==> config.mk <==
export PLATFORM = sky130hd
export DESIGN_NAME = paddle_axis
export DESIGN_NICKNAME = d
export VERILOG_FILES = /design/src/rtl/paddle_axis.sv
export SDC_FILE = /design/constraint.sdc
export NUM_CORES = 1
export LEC_CHECK = 0
export CAP_MARGIN = 5
export CORE_UTILIZATION = 47
export CTS_CLUSTER_DIAMETER = 50
export DETAILED_ROUTE_END_ITERATION = 8
export HOLD_SLACK_MARGIN = 0.06
export PLACE_DENSITY = 0.88
export SLEW_MARGIN = 20
export SYNTH_ARGS = -nofsm -noshare
export SYNTH_HDL_FRONTEND = slang
export SYNTH_SLANG_ARGS = --single-unit
==> constraint.sdc <==
create_clock -name pixel_clk -period 4.8 [get_ports pixel_clk]
set_input_delay 0.96 -clock pixel_clk [delete_from_list [all_inputs] [get_ports pixel_clk]]
set_output_delay 0.96 -clock pixel_clk [all_outputs]
set_load 0.005 [all_outputs]
==> src/rtl/paddle_axis.sv <==
// Frame-rate paddle controller for one Pong player: synchronised, debounced buttons drive a
// clamped, accelerating paddle along one axis; extents and pixel colour are exported.
module paddle_axis #(
  parameter int          HRES       = 1280,
  parameter int          VRES       = 720,
  parameter int          AXIS       = 0,
  parameter int          LEN        = 200,
  parameter int          THICK      = 20,
  parameter int          CROSS_POS  = 700,
  parameter int          INIT_POS   = 540,
  parameter int          VEL_MIN    = 4,
  parameter int          VEL_MAX    = 16,
  parameter int          ACCEL      = 2,
  parameter int          DEB_CYCLES = 16,
  parameter logic [23:0] COLOR      = 24'hEFE62E
) (
  input  logic               pixel_clk,
  input  logic               rst,
  input  logic               fsync,
  input  logic signed [11:0] hpos,
  input  logic signed [11:0] vpos,
  input  logic               btn_neg,
  input  logic               btn_pos,
  output logic [23:0]        pixel,
  output logic               active,
  output logic signed [11:0] pos_lo,
  output logic signed [11:0] pos_hi,
  output logic [1:0]         dir
);

  localparam int ResAx  = (AXIS == 0) ? HRES : VRES;
  localparam int PosMax = ResAx - LEN;
  localparam int CntW   = $clog2(DEB_CYCLES + 1);

  localparam logic signed [12:0] PosMaxS = 13'(PosMax);
  localparam logic signed [11:0] CrossLo = 12'(CROSS_POS);
  localparam logic signed [11:0] CrossHi = 12'(CROSS_POS + THICK - 1);

  if (VEL_MIN > VEL_MAX) begin : g_err_vel
    $error("paddle_axis: VEL_MIN exceeds VEL_MAX");
  end
  if (LEN > ResAx) begin : g_err_len
    $error("paddle_axis: LEN exceeds axis resolution");
  end
  if (INIT_POS < 0 || INIT_POS > PosMax) begin : g_err_init
    $error("paddle_axis: INIT_POS out of range");
  end
  if (DEB_CYCLES < 1) begin : g_err_deb
    $error("paddle_axis: DEB_CYCLES must be at least 1");
  end

  // Index 0 is the neg button, index 1 the pos button.
  logic [1:0]        sync1_q, sync2_q;
  logic [1:0]        deb_q, deb_d;
  logic [1:0]        req_q, req_d;
  logic [1:0]        eff;
  logic [CntW-1:0]   cnt_q [2];
  logic [CntW-1:0]   cnt_d [2];

  logic signed [11:0] pos_q, pos_d;
  logic [1:0]         dir_q, dir_d, mv_dir;
  logic [11:0]        spd_q, spd_d, spd_new;
  logic [12:0]        spd_sum;
  logic signed [12:0] pos_ext, spd_ext, pos_mv;

  always_comb begin : p_debounce
    for (int i = 0; i < 2; i++) begin
      deb_d[i] = deb_q[i];
      cnt_d[i] = '0;
      if (sync2_q[i] != deb_q[i]) begin
        if (cnt_q[i] == CntW'(DEB_CYCLES)) begin
          deb_d[i] = sync2_q[i];
        end else begin
          cnt_d[i] = cnt_q[i] + CntW'(1);
        end
      end
    end
  end

  // A tap that debounces and releases within one frame still counts via the sticky flag.
  assign eff   = req_q | deb_q;
  assign req_d = fsync ? 2'b00 : eff;

  always_comb begin : p_move
    pos_d   = pos_q;
    dir_d   = dir_q;
    spd_d   = spd_q;
    mv_dir  = eff[1] ? 2'b10 : 2'b01;
    spd_sum = {1'b0, spd_q} + 13'(ACCEL);
    if (dir_q != mv_dir) begin
      spd_new = 12'(VEL_MIN);
    end else if (spd_sum > 13'(VEL_MAX)) begin
      spd_new = 12'(VEL_MAX);
    end else begin
      spd_new = spd_sum[11:0];
    end
    pos_ext = $signed({pos_q[11], pos_q});
    spd_ext = $signed({1'b0, spd_new});
    pos_mv  = eff[1] ? (pos_ext + spd_ext) : (pos_ext - spd_ext);
    if (fsync) begin
      if (eff[0] ^ eff[1]) begin
        dir_d = mv_dir;
        spd_d = spd_new;
        if (pos_mv < 13'sd0) begin
          pos_d = '0;
        end else if (pos_mv > PosMaxS) begin
          pos_d = PosMaxS[11:0];
        end else begin
          pos_d = pos_mv[11:0];
        end
      end else begin
        dir_d = 2'b00;
        spd_d = 12'(VEL_MIN);
      end
    end
  end

  always_ff @(posedge pixel_clk) begin
    if (rst) begin
      sync1_q <= '0;
      sync2_q <= '0;
      deb_q   <= '0;
      cnt_q   <= '{default: '0};
      req_q   <= '0;
      pos_q   <= 12'(INIT_POS);
      dir_q   <= 2'b00;
      spd_q   <= 12'(VEL_MIN);
    end else begin
      sync1_q <= {btn_pos, btn_neg};
      sync2_q <= sync1_q;
      deb_q   <= deb_d;
      cnt_q   <= cnt_d;
      req_q   <= req_d;
      pos_q   <= pos_d;
      dir_q   <= dir_d;
      spd_q   <= spd_d;
    end
  end

  logic signed [11:0] along, across;

  assign along  = (AXIS == 0) ? hpos : vpos;
  assign across = (AXIS == 0) ? vpos : hpos;
  assign pos_lo = pos_q;
  assign pos_hi = pos_q + $signed(12'(LEN - 1));
  assign dir    = dir_q;
  assign active = (along >= pos_q) && (along <= pos_hi) &&
                  (across >= CrossLo) && (across <= CrossHi);
  assign pixel  = active ? COLOR : 24'h0;

endmodule

**Yosys cells after proc, flatten, opt, wreduce, memory -nomap -nowiden**

Index checks and enable logic that the tools add are counted.

- $add $sub $neg: 6
- Magnitude comparators: 7
- Equality and inequality tests: 5
- Multiplexer cells: 9
- Bitwise logic cells: 4
- Reduce and logical (&&, ||, !) cells: 9

Operators with widths:

| operator | number |
|---|---|
| 12-bit two-way mux | 5 |
| 24-bit two-way mux | 1 |
| 12-bit by 13-bit adder with 13-bit output | 1 |
| 12-bit by 2-bit adder with 13-bit output (second input constant) | 1 |
| 13-bit by 12-bit > comparator with 1-bit output (second input constant) | 1 |
| 13-bit by 5-bit > comparator with 1-bit output (second input constant) | 1 |
| 13-bit by 1-bit < comparator with 1-bit output (second input constant) | 1 |
| 13-bit two-way mux | 1 |
| 12-bit by 13-bit subtractor with 13-bit output | 1 |
| 12-bit by 9-bit adder with 12-bit output (second input constant) | 1 |
| 12-bit by 11-bit >= comparator with 1-bit output (second input constant) | 1 |
| 12-bit >= comparator | 1 |
| 12-bit by 11-bit <= comparator with 1-bit output (second input constant) | 1 |
| 12-bit <= comparator | 1 |
| 5-bit by 1-bit adder with 5-bit output (second input constant) | 2 |
| 5-bit equality test (second input constant) | 2 |
| 2-bit AND reduction | 3 |
| 3-bit OR reduction | 2 |
| 2-bit two-way mux | 2 |
| 1-bit logical AND | 3 |
| 1-bit != test | 2 |
| 2-bit != test | 1 |
| 1-bit inverter | 2 |
| 2-bit OR | 1 |
| 2 further kinds | 2 |

- Register bits: 44
- Input port bits: 29

**Logic depth before layout (Yosys ltp)**

- Depth after elaboration: 9
- Mapped depth: 21

**Worst setup path before layout**

Ideal clock, no wire load.

- Path type: flip-flop to flip-flop
- From: register spd_q[1]
- To: register pos_q[9] (netlist: pos_lo[9])
- Arrival time: 4425 ps
- Slack: 253 ps
- Stages on the path, launching flop included: 21
- Path buffers: 0
- Period minus slack after synthesis: 4547 ps
- Cell sequence: dfxtp_1 -> ha_1 -> and4_4 -> a211o_1 -> a32oi_1 -> o211a_1 -> and2b_1 -> nand2b_1 -> ha_1 -> nand2_1 -> o21ai_0 -> inv_1 -> fa_1 -> nand2b_1 -> a211oi_1 -> o21ai_2 -> a311oi_1 -> and2_1 -> a211o_4 -> nor2_4 -> a221o_1

- Word-level cells in the longest chain between the ends: 9
- Elaborated cells on any way between the ends: 11

RTL lines:

| item | RTL line | source |
|---|---|---|
| start: declaration | 62 | `logic [11:0] spd_q, spd_d, spd_new;` |
| start signal: assignment | 127 | `spd_q <= 12'(VEL_MIN);` |
| start signal: assignment | 136 | `spd_q <= spd_d;` |
| 12-bit by 2-bit adder with 13-bit output * | 89 | `spd_sum = {1'b0, spd_q} + 13'(ACCEL);` |
| 13-bit by 5-bit > comparator with 1-bit output | 92 | `end else if (spd_sum > 13'(VEL_MAX)) begin` |
| 12-bit two-way mux * | 92 |  |
| 12-bit two-way mux * | 90 | `if (dir_q != mv_dir) begin` |
| 12-bit by 13-bit subtractor with 13-bit output or 12-bit by 13-bit adder with 13-bit output (tied branches) | 99 | `pos_mv = eff[1] ? (pos_ext + spd_ext) : (pos_ext - spd_ext);` |
| 13-bit two-way mux * | 99 |  |
| 13-bit by 12-bit > comparator with 1-bit output | 106 | `end else if (pos_mv > PosMaxS) begin` |
| 12-bit two-way mux | 106 |  |
| 12-bit two-way mux * | 104 | `if (pos_mv < 13'sd0) begin` |
| end signal: assignment | 125 | `pos_q <= 12'(INIT_POS);` |
| end signal: assignment | 134 | `pos_q <= pos_d;` |
| end: declaration | 60 | `logic signed [11:0] pos_q, pos_d;` |

Mark *: on every way between the ends. The rest lies on a longest branch, timed or not.
A chain may end at the register's enable or synchronous reset.

**Final worst setup path**

- From: input hpos[1]
- To: output pixel[10]

- Word-level cells in the longest chain between the ends: 5
- Elaborated cells on any way between the ends: 6

RTL lines:

| item | RTL line | source |
|---|---|---|
| start: declaration | 20 | `input logic signed [11:0] hpos,` |
| 12-bit >= comparator or 12-bit <= comparator (tied branches) | 147 | `assign active = (along >= pos_q) && (along <= pos_hi) &&` |
| 1-bit logical AND * (2 in a row) | 147 |  |
| 1-bit logical AND * | 148 | `(across >= CrossLo) && (across <= CrossHi);` |
| 24-bit two-way mux * | 149 | `assign pixel = active ? COLOR : 24'h0;` |
| end: declaration | 24 | `output logic [23:0] pixel,` |

Marked as above.

==> results.md <==
Critical path:
- The critical path startpoint category is a primary input.
- In this run the worst path has a maximum fanout of 8.
- The critical path goes through clkdlybuf4s50_1, ha_1, nor2b_1, o21a_1, o21ai_0, a21oi_1, o21ai_0, a21oi_1, o21ai_1, nand3_1, a21oi_2, buf_4, clkdlybuf4s50_1.
- Data arrives at the worst endpoint at about 3.8 ns.
- The category of cells accounting for the largest share of critical-path delay is buffers and inverters.
- The highest cell delay on the worst timing path is 0.50 ns.
- The type of the setup path with the least slack is in2out.
- The worst setup path is captured at an output pin.
- Counting both buffers and inverters, the worst setup path holds a total of 3.
- The data required time of the worst path is 3.84 ns.
- The critical path's slowest cell is sky130_fd_sc_hd__clkdlybuf4s50_1.

Placement:
- Prior to clock tree synthesis, the placed netlist has a worst setup slack of around 0.013 ns.
- The last weighted congestion value of the routability-driven placer is around 0.91.
- After legalization and detailed placement, the total HPWL measured 7080 um.
- In this run the cell area measured after placement is around 0.0045 mm2.
- Port buffering added 69 buffers.

CTS:
- CTS built an H-tree with a depth of 2.
- The later-pin clock latency in the skew report is 0.29 ns.
- The number of buffers inserted during clock tree synthesis is 5.
- The number of sinks driven by the clock tree is 44.
- The post-CTS clock slew at the launch and capture registers of the worst setup and hold paths is 0.08 ns.
- The tree is rooted in a sky130_fd_sc_hd__clkbuf_8.
- TritonCTS built the clock tree.
- The number of buffers on the longest clock path is 2.

Logic synthesis:
- The cell count after synthesis came out at 458.
- The number of warning messages in the yosys log is 0.
- Counting flops with a built-in enable in the synthesized netlist gives 0.
- Summed over its instances, the top area cell type makes up 23.8% of the synthesized netlist area.
- The most used flip-flop cell after synthesis is sky130_fd_sc_hd__dfxtp_1.
- The register bit count reported by yosys is 44.
- Of all flip-flops after synthesis, the portion carrying an async set or reset was 0%.
- After synthesis, the cell types taking the most area are sky130_fd_sc_hd__dfxtp_1, sky130_fd_sc_hd__ha_1, sky130_fd_sc_hd__xnor2_1.
- The part of the Yosys area used for sequential elements is a little under a quarter.
- The mean area per synthesized cell is approximately 8 um2.
- The mapped netlist covers 0.00370 mm2.
- The distinct cell type count of the synthesized netlist is 64.
- The synthesized design spends more area on one cell type than any other, namely sky130_fd_sc_hd__dfxtp_1.

Drt:
- For this block, the via count after detailed routing is 3480.
- The remaining routing DRC violations is 0.
- Summed over all layers, the routed wires come to a little under 9000 um.
- In the routed layout, each cell is associated on average with a via count of 5.50.
- The first detailed-routing pass took 4 iterations.
- Once detail routing completed, the nets flagged for antenna violations numbered 0.
- The initial DRC count is 253.
- The detailed-route wire length per cell is ~14 um.

Timing:
- The relative slew slack is 37.6%.
- The shortest period the worst path allows is 4.80 ns.
- The worst path meets setup with between 0.001 and 0.0015 ns of slack.
- Setup violations remaining at the end of the flow were counted as 0.
- Derived from the worst setup path, the maximum achievable clock frequency is 208 MHz.
- The final count of hold timing violations is 0.
- Final hold analysis gives a worst-case slack of between 0.4 and 0.5 ns.
- The actual transition at the worst max-transition pin is 0.933 ns.
- After routing, the total negative slack on setup checks comes to 0 ns.
- The clock tree skew after final layout is around 0.0061 ns.
- The total count of max-transition violations in the final report was 0.
- The post-route fraction of the period consumed by the critical path is between 90% and 100%.

Cells and area:
- The finished cells cover ~0.0047 mm2.
- In the layout the commonest cells are sky130_fd_sc_hd__clkdlybuf4s50_1, sky130_fd_sc_hd__ha_1, sky130_fd_sc_hd__inv_1, sky130_fd_sc_hd__dfxtp_1, sky130_fd_sc_hd__nor2_1.
- The diode insertion count for antenna repair is 0.
- The most frequent standard cell in the layout excluding fill and tap cells is sky130_fd_sc_hd__clkdlybuf4s50_1.
- In the final design database the tool counted a little over 600 nets.
- The filler cells instantiated in the layout total 593.
- In the final layout, the share of cells above drive strength 1 is 11.4%.
- Compared with the post-synthesis result, the final layout area differs by 27.2%.

Global routing:
- The total routing resource utilization after global routing is a little over a fifth.
- The global-route congestion overflow total is 0.
- The number of antenna violations at the first check in global routing was 0.
- The largest net degree at the start of global routing is 28.
- The number of global-route vias before repair came to 3344.
- The first-pass GRT wire length is 14400 um.

Floorplan:
- The die span in y is about 90 um.
- From left edge to right edge, the die measures 90.7 um.
- The placeable core region is between 0.007 and 0.008 mm2.
- The initial utilization of the core area, before any placement, comes to 49.7%.
- The row count is 31.
- The die covers 0.00823 mm2.
- During I/O placement, the number of pins put on the boundary was 80.

Power:
- The proportion of total power due to net switching is 21.3%.
- The total power divided by cell area is 150 mW/mm2.
- Of the total power, combinational logic draws just under 9%.
- The post-layout total power is 0.000707 W.
- The clock network fraction of total power is 39.3%.
- The leakage power is 1.97 nW.
- Internal power comes to 0.000556 W.
- The net switching power figure is between 0.00015 and 0.0002 W.
- The worst voltage drop across the vdd grid is 129 uV.
- In this run, flip-flops and latches consume 52.0% of the power.

Run status:
- The run finished with clean final reports.

Min path:
- The worst min-delay path class is reg2reg.

Flow run:
- Across the run, the number of max-cap violations was 0.
## cell usage after synthesis (all sizes together), types with 10 or more instances
master,number
ha,46
dfxtp,44
inv,44
nor2,40
buf,27
o21ai,27
a21oi,25
nand2,24
xnor2,21
nand3,14
xor2,12
nor3,11
nor2b,10
## power groups by stage
stage | Sequential [W] | Combinational, W | Clock (W)
2_1_floorplan | 0.000376 | 0.0000329 | 0
3_3_place_gp | 0.000376 | 0.0000569 | 0
3_5_place_dp | 0.000376 | 0.0000594 | 0
4_1_cts | 0.000368 | 0.0000599 | 0.000283
5_1_grt | 0.000368 | 0.0000689 | 0.000298
6_report | 0.000368 | 0.0000613 | 0.000278
## sequential cells by signal, summed over array words and instances (netlist names)
name     flops
deb_q        2
pos_lo      12
spd_q       12
req_q        2
cnt_q       10
sync2_q      2
dir          2
sync1_q      2
## kinds of logic (layout without fill, tap and decap cells)
logic type	Yosys count	after routing	share of synthesized area (%)
compound gates	103	103	19.5
xor+xnor	33	33	7.81
fa+ha+maj	47	47	16.1
buf+inv	78	147	10.4
flops	44	44	23.8
mux	5	5	1.35
other cells	1	8	0.101
simple gates	147	147	20.9
## worst register-to-register path: stages (launching register included)
cell,delay [ns]
sky130_fd_sc_hd__dfxtp_1,0.33
sky130_fd_sc_hd__ha_1,0.23
sky130_fd_sc_hd__and4_4,0.22
sky130_fd_sc_hd__a211o_1,0.26
sky130_fd_sc_hd__a32oi_2,0.21
sky130_fd_sc_hd__o211a_1,0.19
sky130_fd_sc_hd__and2b_1,0.18
sky130_fd_sc_hd__nand2b_1,0.11
sky130_fd_sc_hd__ha_1,0.31
sky130_fd_sc_hd__nand2_1,0.07
sky130_fd_sc_hd__o21ai_2,0.08
sky130_fd_sc_hd__buf_4,0.14
sky130_fd_sc_hd__ha_1,0.26
sky130_fd_sc_hd__a211o_1,0.33
sky130_fd_sc_hd__nor2b_4,0.15
sky130_fd_sc_hd__o31a_1,0.25
sky130_fd_sc_hd__and3_1,0.19
sky130_fd_sc_hd__a211oi_2,0.23
sky130_fd_sc_hd__xnor2_1,0.13
sky130_fd_sc_hd__a211o_4,0.32
sky130_fd_sc_hd__nor2_4,0.17
sky130_fd_sc_hd__a32o_2,0.18
## final timing paths
path / from / cells past startpoint / endpoint / slack (ns)
setup reg to reg: spd_q[1] / 21 / pos_lo[0] / 0.21
hold reg to reg: sync1_q[0] / 1 / sync2_q[0] / 0.44
hold / removal: sync1_q[0] / 1 / sync2_q[0] / 0.44
setup / recovery: hpos[1] / 13 / pixel[10] / 0.001
## per-stage QoR
stage          std cells  utilization, %
6_report             633            63.2
5_1_grt              633            63.2
4_1_cts              630            62.0
3_5_place_dp         622            60.3
3_3_place_gp         622            60.3
2_1_floorplan        465               -
## per-layer routing
metal  wire length [um]  track usage [%]
met2               4490             37.6
met3                542             3.03
met4                239             8.06
met5                  0                0
met1               3650             25.1
## cell type report
cell class / count / area [um2] / share of cell area [%]
clock buffer: 5 / 68.8 / 1.46
clock inverter: 3 / 47.5 / 1.01
inverter: 44 / 165 / 3.51
multi-input combinational: 343 / 2530 / 53.8
sequential: 44 / 882 / 18.7
tap: 99 / 124 / 2.63
timing repair buffer: 95 / 890 / 18.9
## timing repair
item	in CTS	in global routing
resized for setup	1	26
endpoints found under the setup margin	5	28
buffers inserted	0	2
hold buffers	0	0
gates cloned	0	1
pin swaps	0	6
Note: power is estimated with default switching activity, not from simulation.
